### config.mk
export PLATFORM = sky130hd
export DESIGN_NAME = bus_interconnect
export DESIGN_NICKNAME = d
export VERILOG_FILES = /design/src/rtl/bus_interconnect.sv
export SDC_FILE = /design/constraint.sdc
export NUM_CORES = 1
export LEC_CHECK = 0
export ABC_AREA = 1
export CORE_AREA = 2 2 188 190
export DETAILED_ROUTE_END_ITERATION = 8
export DIE_AREA = 0 0 190 192
export SETUP_SLACK_MARGIN = 0.15
export SYNTH_ARGS = -nofsm -noshare
export SYNTH_HDL_FRONTEND = slang
export SYNTH_SLANG_ARGS = --single-unit
export TNS_END_PERCENT = 10
### constraint.sdc
create_clock -name clk -period 2.1 [get_ports clk]
set_input_delay 0.21 -clock clk [delete_from_list [all_inputs] [get_ports clk]]
set_output_delay 0.21 -clock clk [all_outputs]
set_load 0.03 [all_outputs]
### src/rtl/bus_interconnect.sv
// rtl/bus_interconnect.sv - picorv32 native bus to multi-slave interconnect with timeout and error capture
`timescale 1ns/1ps

module bus_interconnect #(
    parameter int          NUM_SLAVES  = 8,
    parameter int          SEL_LO      = 12,
    parameter int          SEL_W       = 4,
    parameter logic [63:0] WAIT_STATES = 64'd0,
    parameter logic [15:0] READY_MASK  = 16'd0,
    parameter int          TIMEOUT     = 1024,
    parameter logic [31:0] ERR_DATA    = 32'hDEADBEEF
) (
    input  logic                       clk,
    input  logic                       rst,
    input  logic                       m_valid,
    output logic                       m_ready,
    input  logic [31:0]                m_addr,
    input  logic [31:0]                m_wdata,
    input  logic [3:0]                 m_wstrb,
    output logic [31:0]                m_rdata,
    output logic [NUM_SLAVES-1:0]      s_sel,
    output logic [31:0]                s_addr,
    output logic [31:0]                s_wdata,
    output logic [3:0]                 s_wstrb,
    input  logic [32*NUM_SLAVES-1:0]   s_rdata,
    input  logic [NUM_SLAVES-1:0]      s_ready,
    output logic                       err_irq,
    output logic [31:0]                err_addr,
    output logic [7:0]                 err_count
);

    // Counter is shared between fixed wait states (4 bits) and the timeout count
    localparam int CNT_W = ($clog2(TIMEOUT) > 4) ? $clog2(TIMEOUT) : 4;

    typedef enum logic [1:0] {
        ST_IDLE = 2'd0,
        ST_WAIT = 2'd1,
        ST_ERR  = 2'd2
    } state_t;

    state_t                  r_state;
    logic [CNT_W-1:0]        r_cnt;
    logic [31:0]             r_err_addr;
    logic [7:0]              r_err_count;

    logic [SEL_W-1:0]        w_idx;
    logic [NUM_SLAVES-1:0]   w_hit;
    logic                    w_mapped;
    logic [3:0]              w_wait;
    logic                    w_rmode;
    logic                    w_sready;
    logic [31:0]             w_slave_rdata;
    logic                    w_sel_en;

    assign w_idx    = m_addr[SEL_LO+SEL_W-1:SEL_LO];
    assign w_mapped = |w_hit;

    // Decode the region field into a one-hot hit and pick that slave's attributes
    always_comb begin
        w_hit         = '0;
        w_wait        = 4'd0;
        w_rmode       = 1'b0;
        w_sready      = 1'b0;
        w_slave_rdata = 32'd0;
        for (int i = 0; i < NUM_SLAVES; i++) begin
            if (32'(w_idx) == i) begin
                w_hit[i]      = 1'b1;
                w_wait        = WAIT_STATES[4*i +: 4];
                w_rmode       = READY_MASK[i];
                w_sready      = s_ready[i];
                w_slave_rdata = s_rdata[32*i +: 32];
            end
        end
    end

    // Transfer FSM: wait-state / timeout counting and error capture
    always_ff @(posedge clk or posedge rst) begin
        if (rst) begin
            r_state     <= ST_IDLE;
            r_cnt       <= '0;
            r_err_addr  <= 32'd0;
            r_err_count <= 8'd0;
        end else begin
            case (r_state)
                ST_IDLE: begin
                    if (m_valid) begin
                        if (!w_mapped) begin
                            r_state <= ST_ERR;
                        end else if (w_rmode) begin
                            // A slave that is already ready finishes in this cycle
                            if (!w_sready) begin
                                r_cnt   <= CNT_W'(1);
                                r_state <= ST_WAIT;
                            end
                        end else begin
                            r_cnt   <= CNT_W'(w_wait);
                            r_state <= ST_WAIT;
                        end
                    end
                end
                ST_WAIT: begin
                    if (!m_valid) begin
                        // Master abandoned the request: drop it silently
                        r_state <= ST_IDLE;
                    end else if (w_rmode) begin
                        if (w_sready) begin
                            r_state <= ST_IDLE;
                        end else if (r_cnt == CNT_W'(TIMEOUT-1)) begin
                            r_state <= ST_ERR;
                        end else begin
                            r_cnt <= r_cnt + CNT_W'(1);
                        end
                    end else begin
                        if (r_cnt == '0) begin
                            r_state <= ST_IDLE;
                        end else begin
                            r_cnt <= r_cnt - CNT_W'(1);
                        end
                    end
                end
                ST_ERR: begin
                    r_err_addr <= m_addr;
                    if (r_err_count != 8'hFF) begin
                        r_err_count <= r_err_count + 8'd1;
                    end
                    r_state <= ST_IDLE;
                end
                default: begin
                    r_state <= ST_IDLE;
                end
            endcase
        end
    end

    // Completion strobe: same-cycle for ready slaves, counted for fixed slaves, forced on error
    always_comb begin
        m_ready = 1'b0;
        if (!rst) begin
            case (r_state)
                ST_IDLE: m_ready = m_valid && w_mapped && w_rmode && w_sready;
                ST_WAIT: m_ready = m_valid && (w_rmode ? w_sready : (r_cnt == '0));
                ST_ERR:  m_ready = 1'b1;
                default: m_ready = 1'b0;
            endcase
        end
    end

    assign w_sel_en  = m_valid && !rst && (r_state != ST_ERR);
    assign s_sel     = w_sel_en ? w_hit : '0;
    assign s_wstrb   = (|s_sel) ? m_wstrb : 4'd0;
    assign s_addr    = m_addr;
    assign s_wdata   = m_wdata;
    assign m_rdata   = (r_state == ST_ERR) ? ERR_DATA : w_slave_rdata;
    assign err_irq   = (r_state == ST_ERR);
    assign err_addr  = r_err_addr;
    assign err_count = r_err_count;

endmodule
# Word level (Yosys, flattened, before mapping)
# Cells that the tools add are included.
word_totals:
  ram_bits: 0
  memories: 0
  inputBits: 335
  out_inout_bits: 150
  latchBits: 0
  romBits: 0
  ff_bits: 52
classes:
  bitwise: 0
  muxes: 31
  n_eq_ne: 16
  n_shift: 0
  n_div: 0
  n_mul: 0
  n_reduce_logical: 13
  add_sub_neg: 2
  magnitude_cmp: 0
op_table:
  columns: ["operator", "count"]
  rows:
  - ["two-way mux 32 bit", 9]
  - ["two-way mux 10 bit", 4]
  - ["one-hot mux 10 bit (2 select lines)", 1]
  - ["== test 4 x 3 -> 1 bit, second input constant", 4]
  - ["OR reduction 8 bit", 2]
  - ["logical NOT 10 bit", 1]
  - ["!= test 2 bit, second input constant", 5]
  - ["subtractor 10 x 1 -> 10 bit, second input constant", 1]
  - ["two-way mux 1 bit", 9]
  - ["adder 8 x 1 -> 8 bit, second input constant", 1]
  - ["== test 4 x 2 -> 1 bit, second input constant", 2]
  - ["two-way mux 2 bit", 4]
  - ["two-way mux 8 bit", 1]
  - ["!= test 8 bit, second input constant", 1]
  - ["AND reduction 5 bit", 1]
  - ["== test 4 x 1 -> 1 bit, second input constant", 1]
  - ["logical NOT 4 bit", 1]
  - ["two-way mux 4 bit", 1]
  - ["one-hot mux 2 bit (2 select lines)", 1]
  - ["AND reduction 2 bit", 2]
  - ["logical AND 1 bit", 3]
  - ["!= test 3 bit, second input constant", 1]
  - ["== test 2 x 1 -> 1 bit, second input constant", 1]
  - ["== test 2 bit, second input constant", 1]
  - ["other kinds (4)", 4]

# Depth between registers and ports, before layout
# Gate-level depths: netlist of the first run.
logic_depth:
  word_depth: 10
  depth_mapped: 10

# Worst setup path before layout of the first run
# No wires, ideal clock.
synth_timing:
  path_kind: "in2out"
  startpoint: "input port rst"
  endpoint: "output port m_ready"
  path_stages: 3
  setup_slack_ns: -0.051
  t_arrival_ns: 1.941
  required_ns: 1.890
  path_cell_list: "inv_1 nand2_1 a21oi_1"
synth_between:
  elab_chain_len: 1
synth_lines:
  columns: ["element", "line_no", "text"]
  rows:
  - ["start: declaration", "14", "input logic rst,"]
  - ["two-way mux 1 bit", "138", "if (!rst) begin"]
  - ["end: declaration", "16", "output logic m_ready,"]
# Every way passes these cells.

# Final worst setup path of the first run
layout_timing:
  startpoint: "input port m_addr[12]"
  endpoint: "output port m_rdata[13]"
layout_between:
  elab_chain_len: 10
  word_cells_on_any_way: 17
  classes_between: "eq/ne: 7; mux: 9; reduce/logical: 1"
layout_lines:
  columns: ["element", "line_no", "text"]
  rows:
  - ["start: declaration", "17", "input logic [31:0] m_addr,"]
  - ["logical NOT 4 bit", "66", "if (32'(w_idx) == i) begin"]
  - ["two-way mux 32 bit (7 in a row)", "66", null]
  - ["two-way mux 32 bit *", "66", null]
  - ["two-way mux 32 bit *", "153", "assign m_rdata = (r_state == ST_ERR) ? ERR_DATA : w_slave_rdata;"]
  - ["end: declaration", "20", "output logic [31:0] m_rdata,"]
# Every way passes the cells marked *; elsewhere a longest branch is shown, timed or not.

==> results of run 1 <==
worst max-delay path: stages:
cell           delay, ns
dlygate4sd2_1       0.24
buf_6               0.15
nand2_2             0.14
nor2_4              0.07
buf_4               0.17
nand2_1             0.07
nand4_1             0.08
nor2_1              0.13
nand4_1             0.24
buf_12              0.23
synth_stat cells, drive strengths merged:
master,n
nand2,347
nor2,103
inv,95
buf,86
nand3,69
nand4,58
dfrtp,52
a21oi,18
clkbuf,16
o21ai,16
xor2,9
nor3,7
ha,6
or2,4
xnor2,2
a21boi,1
clkinv,1
nand3b,1
layer usage:
metal	vias to the layer above	wire, um	global-route usage	part of all wire
li1	3512	-	-	-
met4	4	741	0.0489	0.024
met1	3191	11500	0.172	0.37
met3	43	2590	0.0400	0.084
met2	370	15900	0.307	0.52
met5	-	23	0	0.00075
worst paths after layout:
| check | startpoint | to | cells after the start |
|---|---|---|---|
| min reg2reg | err_addr[19] | err_addr[19] | 2 |
| max in group asynchronous | rst | err_count[2] | 3 |
| min in group asynchronous | rst | r_state[1] | 3 |
| max reg2reg | r_state[0] | err_count[5] | 8 |
| min | m_addr[13] | err_addr[13] | 3 |
| max | m_addr[12] | m_rdata[13] | 10 |
area by class of cell:
cell class              instances  area, um2  share of cell area
repair buffers                486       5000               0.480
flip-flops and latches         52       1300               0.125
diodes                          2       5.00            0.000480
inverters                      96        384              0.0369
well taps                     455        569              0.0546
clock buffers                   5        125              0.0120
multi-input cells             641       2990               0.287
clock inverters                 3       46.3             0.00444
flip-flops by register name, indices dropped and copies added (netlist names):
register,cells
r_cnt,10
err_addr,32
r_state,2
err_count,8
timing repair:
item                       4_1_cts  5_1_grt
setup endpoints to repair       45       44
pin swaps                       10        6
hold endpoints to repair         0        0
gates cloned                     4        0
buffers inserted                 9        3
resized for setup               43       17
layout by cell type, fill, tap and decap left out, types with 3 or more instances in the layout:
cell type        synthesis  layout
clkdlybuf4s50_1          0     361
nand2_1                345     336
nor2_1                  96      92
inv_1                   91      84
buf_4                   67      84
nand3_1                 69      67
nand4_1                 58      58
dfrtp_1                 52      52
buf_12                   0      27
a21oi_1                 18      16
o21ai_0                 11      11
xor2_1                   9       9
nand2_2                  2       9
nor2_4                   2       9
inv_2                    4       8
buf_6                    1       6
clkbuf_16                0       5
nor3_1                   7       4
or2_2                    4       4
o21ai_1                  4       4
ha_1                     6       4
buf_16                   0       3
metrics by stage:
stage	setup slack [ns]	utilization	instance area (um2)
2_1_floorplan	0.0693	-	5180
3_3_place_gp	-0.270	0.287	9850
3_5_place_dp	-0.303	0.287	9850
4_1_cts	0.131	0.301	10300
5_1_grt	0.0713	0.304	10400
6_report	0.153	0.304	10400
report_power, final:
part,switching [mW],leakage [nW],total (mW),internal (mW)
Sequential,0.312,0.663,1.74,1.43
Combinational,3.40,3.98,6.14,2.75
Clock,0.398,0.0804,0.965,0.568
kinds of logic after synthesis:
group,after synthesis
xor+xnor,11
compound gates,35
fa+ha+maj,6
simple gates,589
flops,52
buf+inv,198
==> results.yml, run 1 <==
status:
  status: "completed"
routing:
  ant_nets: 0
  vias: 7120
  wirelength_um: 30700
  drc: 0
  avgRoutedWirePerCell_um: 17.7
  first_pass_iters: 5
  drt_iter0_markers: 269
  via_per_inst: 4.09
critical_path:
  crit_type: "in -> out"
  required_ns: 1.89
  r2r_setup_slack_ns: 0.29
  cp_max_fo: 7
  cp-start-kind: "primary input"
  arrival_ns: 1.74
  critPathCaptureType: "output port"
global_routing:
  grt_pass1_wl_um: 43900
  overflow: 0
  antenna_found_initial: 7
  grt_pass1_vias: 7349
  grt_max_degree: 53
  grt_util_all_layers: 0.160
yosys:
  ys_types: 27
  synthAdderAreaFrac: 0.0145
  synth_compound_area_frac: 0.0351
  syn_area_um2: 5170
  ys_seq_area_frac: 0.252
  synthMuxAreaShare: 0
  synth_top_area_frac: 0.252
  synth_top_cell_by_area: "dfrtp_1"
  synthTopCellsByArea: "dfrtp_1, nand2_1, buf_4, nand4_1, nor2_1"
  synthSimpleGateAreaFrac: 0.483
  synth_nets: 1232
  postSynthAreaPerCell_um2: 5.81
  syn_inst: 891
  ys_ff_latch: 52
  synth_top_family_by_area: "simple AND/OR/NAND/NOR gates"
  yosys_warnings: 0
  synthXorXnorAreaFrac: 0.0186
floorplan:
  fp.dieArea_um2: 36500
  die_w_um: 190
  coreArea_um2: 34300
  initial_core_util: 0.151
  die_y_um: 192
  ioPinCount: 485
  rows: 68
placed_design:
  dp_hpwl_um: 25200
  place_congestion: 0.905
  dp.cells: 1714
  port_buffers: 412
power_and_ir_drop:
  total_leakage_power_nw: 4.72
  finalPower_mw: 8.85
  ir_drop_mv: 0.602
  p_per_area_nw_per_um2: 849
clock_tree:
  clkSlewWorstSetupHoldPaths_ns: 0.07
  cts_root_buffer: "clkbuf_16"
  numCtsBuffers: 5
  clock_latency_ns: 0.29
  cts.sink_count: 52
  cts_tree: "done"
  cts_hold_repair.buffers: 0
  ctsHtreeMaxLevel: 2
  clock_path_buffers: 2
finish:
  drive_above_1_share: 0.140
  fin_nets: 1623
  areaGrowthSynthToFinish_pct: 101
  instances_no_fill: 1740
  fill_cells: 3725
timing:
  final_hold_viol_count: 0
  slew_viol_final: 0
  tns_ns: 0
  holdWs_ns: 0.362
  skew_ns: 0.00584
  setup_viol: 0
  relSlewSlack: 0.542
  rsz0062_at_grt: "yes"
  period_share: 0.927
  post-route-min-period_ns: 1.95
  fmax_mhz: 514
  tightest_slew_ns: 0.688
job:
  cap_violations: 0
hold_path:
  hold_path_class: "in -> reg"
Note: power is estimated with default switching activity, not from simulation.
==> run 2, diff against run 1 <==
Settings changed: TNS_END_PERCENT 10 to not set.
==> results.yml, run 2 (synthesis results as in run 1) <==
power_and_ir_drop:
  total_leakage_power_nw: 4.83
  p_per_area_nw_per_um2: 837
  ir_drop_mv: 0.644
finish:
  drive_above_1_share: 0.155
  fin_nets: 1639
  largest_register_ffs: 32
  final_common_cell: "clkdlybuf4s50_1"
  multi_input_area_um2: 3020
  areaGrowthSynthToFinish_pct: 106
  fill_cells: 3693
  instances_no_fill: 1758
  layout_common_cells: "clkdlybuf4s50_1, nand2_1, buf_4, nor2_1, inv_1"
  ff_latch_area_um2: 1300
critical_path:
  cp_top_family: "buffers and inverters"
  cp-start-kind: "flip-flop"
  slowest_delay_ns: 0.37
  crit_type: "reg -> out"
  r2r_setup_slack_ns: 0.36
  crit_chain: "inv_2, ha_4, inv_8, buf_12, nand2_4, inv_2, nand4_1, buf_12"
  critPathCaptureType: "output port"
  worstReg2RegStart: "r_state[0]"
  cp_max_fo: 7
  r2r_end: "r_cnt[9]"
  r2r_cells: 9
  crit_slowest_cell: "dfrtp_1"
  worst-path-buf-inv: 5
  arrival_ns: 1.72
  required_ns: 1.89
routing:
  drc: 0
  wirelength_um: 31700
  ant_nets: 0
  avgRoutedWirePerCell_um: 18.0
  first_pass_iters: 4
  drt_iter0_markers: 342
  via_per_inst: 4.14
  vias: 7282
hold_path:
  holdPathStages: 4
  hold_path_class: "in -> reg"
  hold_end: "r_state[1]"
  hold_path.startpoint: "m_addr[15]"
floorplan:
  fp.dieArea_um2: 36500
  coreArea_um2: 34300
  rows: 68
  die_w_um: 190
  die_y_um: 192
  ioPinCount: 485
  initial_core_util: 0.151
clock_tree:
  clkSlewWorstSetupHoldPaths_ns: 0.07
  clock_latency_ns: 0.29
  cts.sink_count: 52
  cts_root_buffer: "clkbuf_16"
  cts_hold_repair.buffers: 0
  numCtsBuffers: 5
  cts_tree: "done"
  ctsHtreeMaxLevel: 2
  clock_path_buffers: 2
timing:
  post-route-min-period_ns: 1.93
  period_share: 0.921
  setup_viol: 0
  skew_ns: 0.00713
  holdWs_ns: 0.300
  fmax_mhz: 517
  tightest_slew_ns: 0.686
  slew_viol_final: 0
  relSlewSlack: 0.543
  tns_ns: 0
  setup_slack_ns: 0.165
  final_hold_viol_count: 0
  rsz0062_at_grt: "yes"
job:
  cap_violations: 0
placed_design:
  dp_hpwl_um: 24800
  dp.cells: 1722
  port_buffers: 412
  place_congestion: 0.876
  pre_cts_slack_ns: -0.185
global_routing:
  grt_pass1_wl_um: 43500
  grt_pass1_vias: 7383
  overflow: 0
  grt_util_all_layers: 0.159
  grt_max_degree: 53
  antenna_found_initial: 4
status:
  status: "completed"
run 2: cell count changes in the layout (fill, tap and decap cells not counted), moves of 3 or more:
cell / before / now
nor2_2: 2 / 7
clkbuf_16: 5 / 8
nor2_1: 92 / 88
a21oi_1: 16 / 13
nand2_1: 336 / 339
nand2_2: 9 / 5
buf_4: 84 / 91
buf_6: 6 / 9
run 2: where the power goes:
part	internal (mW)	switching (mW)
Combinational	2.80	3.47
Clock	0.561	0.376
Sequential	1.43	0.298
Total	4.78	4.14
run 2: timing repair:
item,in CTS,in global routing
pin swaps,14,12
cloned,4,3
buffers inserted,8,9
setup endpoints to repair,45,43
gates resized for setup,36,28
run 2: metrics by stage:
stage / instance area, um2 / power, mW / util
after floorplan: 5200 / 4.92 / -
after global placement: 9950 / 7.27 / 0.290
after detailed placement: 9950 / 7.32 / 0.290
after CTS: 10400 / 8.66 / 0.304
after global routing: 10700 / 9.53 / 0.311
final: 10700 / 8.92 / 0.311
run 2: worst max path at each step:
stage | startpoint | endpoint | depth (start not counted)
after floorplan | r_state[0] | s_sel[0] | 5
after global placement | m_addr[15] | m_rdata[29] | 12
after CTS | m_addr[14] | m_rdata[29] | 12
after global routing | r_state[1] | s_sel[6] | 6
final | r_state[0] | m_rdata[16] | 8
after detailed placement | m_addr[15] | m_rdata[29] | 12
run 2: worst min-delay path, cell delays in order:
cell	delay [ns]
buf_2	0.15
nand2_1	0.06
nand3b_1	0.09
nand2_1	0.05
run 2: layer usage:
metal	part of all wire	global-route usage
met3	0.089	0.0455
met1	0.38	0.169
met2	0.50	0.300
met5	0.00044	0
met4	0.031	0.0510
run 2: final cells by class:
cell class,instances,area share
Antenna cell,4,0.000939
Clock buffer,5,0.0117
Clock inverter,3,0.00399
Inverter,96,0.0353
Multi-Input combinational cell,641,0.284
Sequential cell,52,0.122
Tap cell,455,0.0534
Timing Repair Buffer,502,0.489
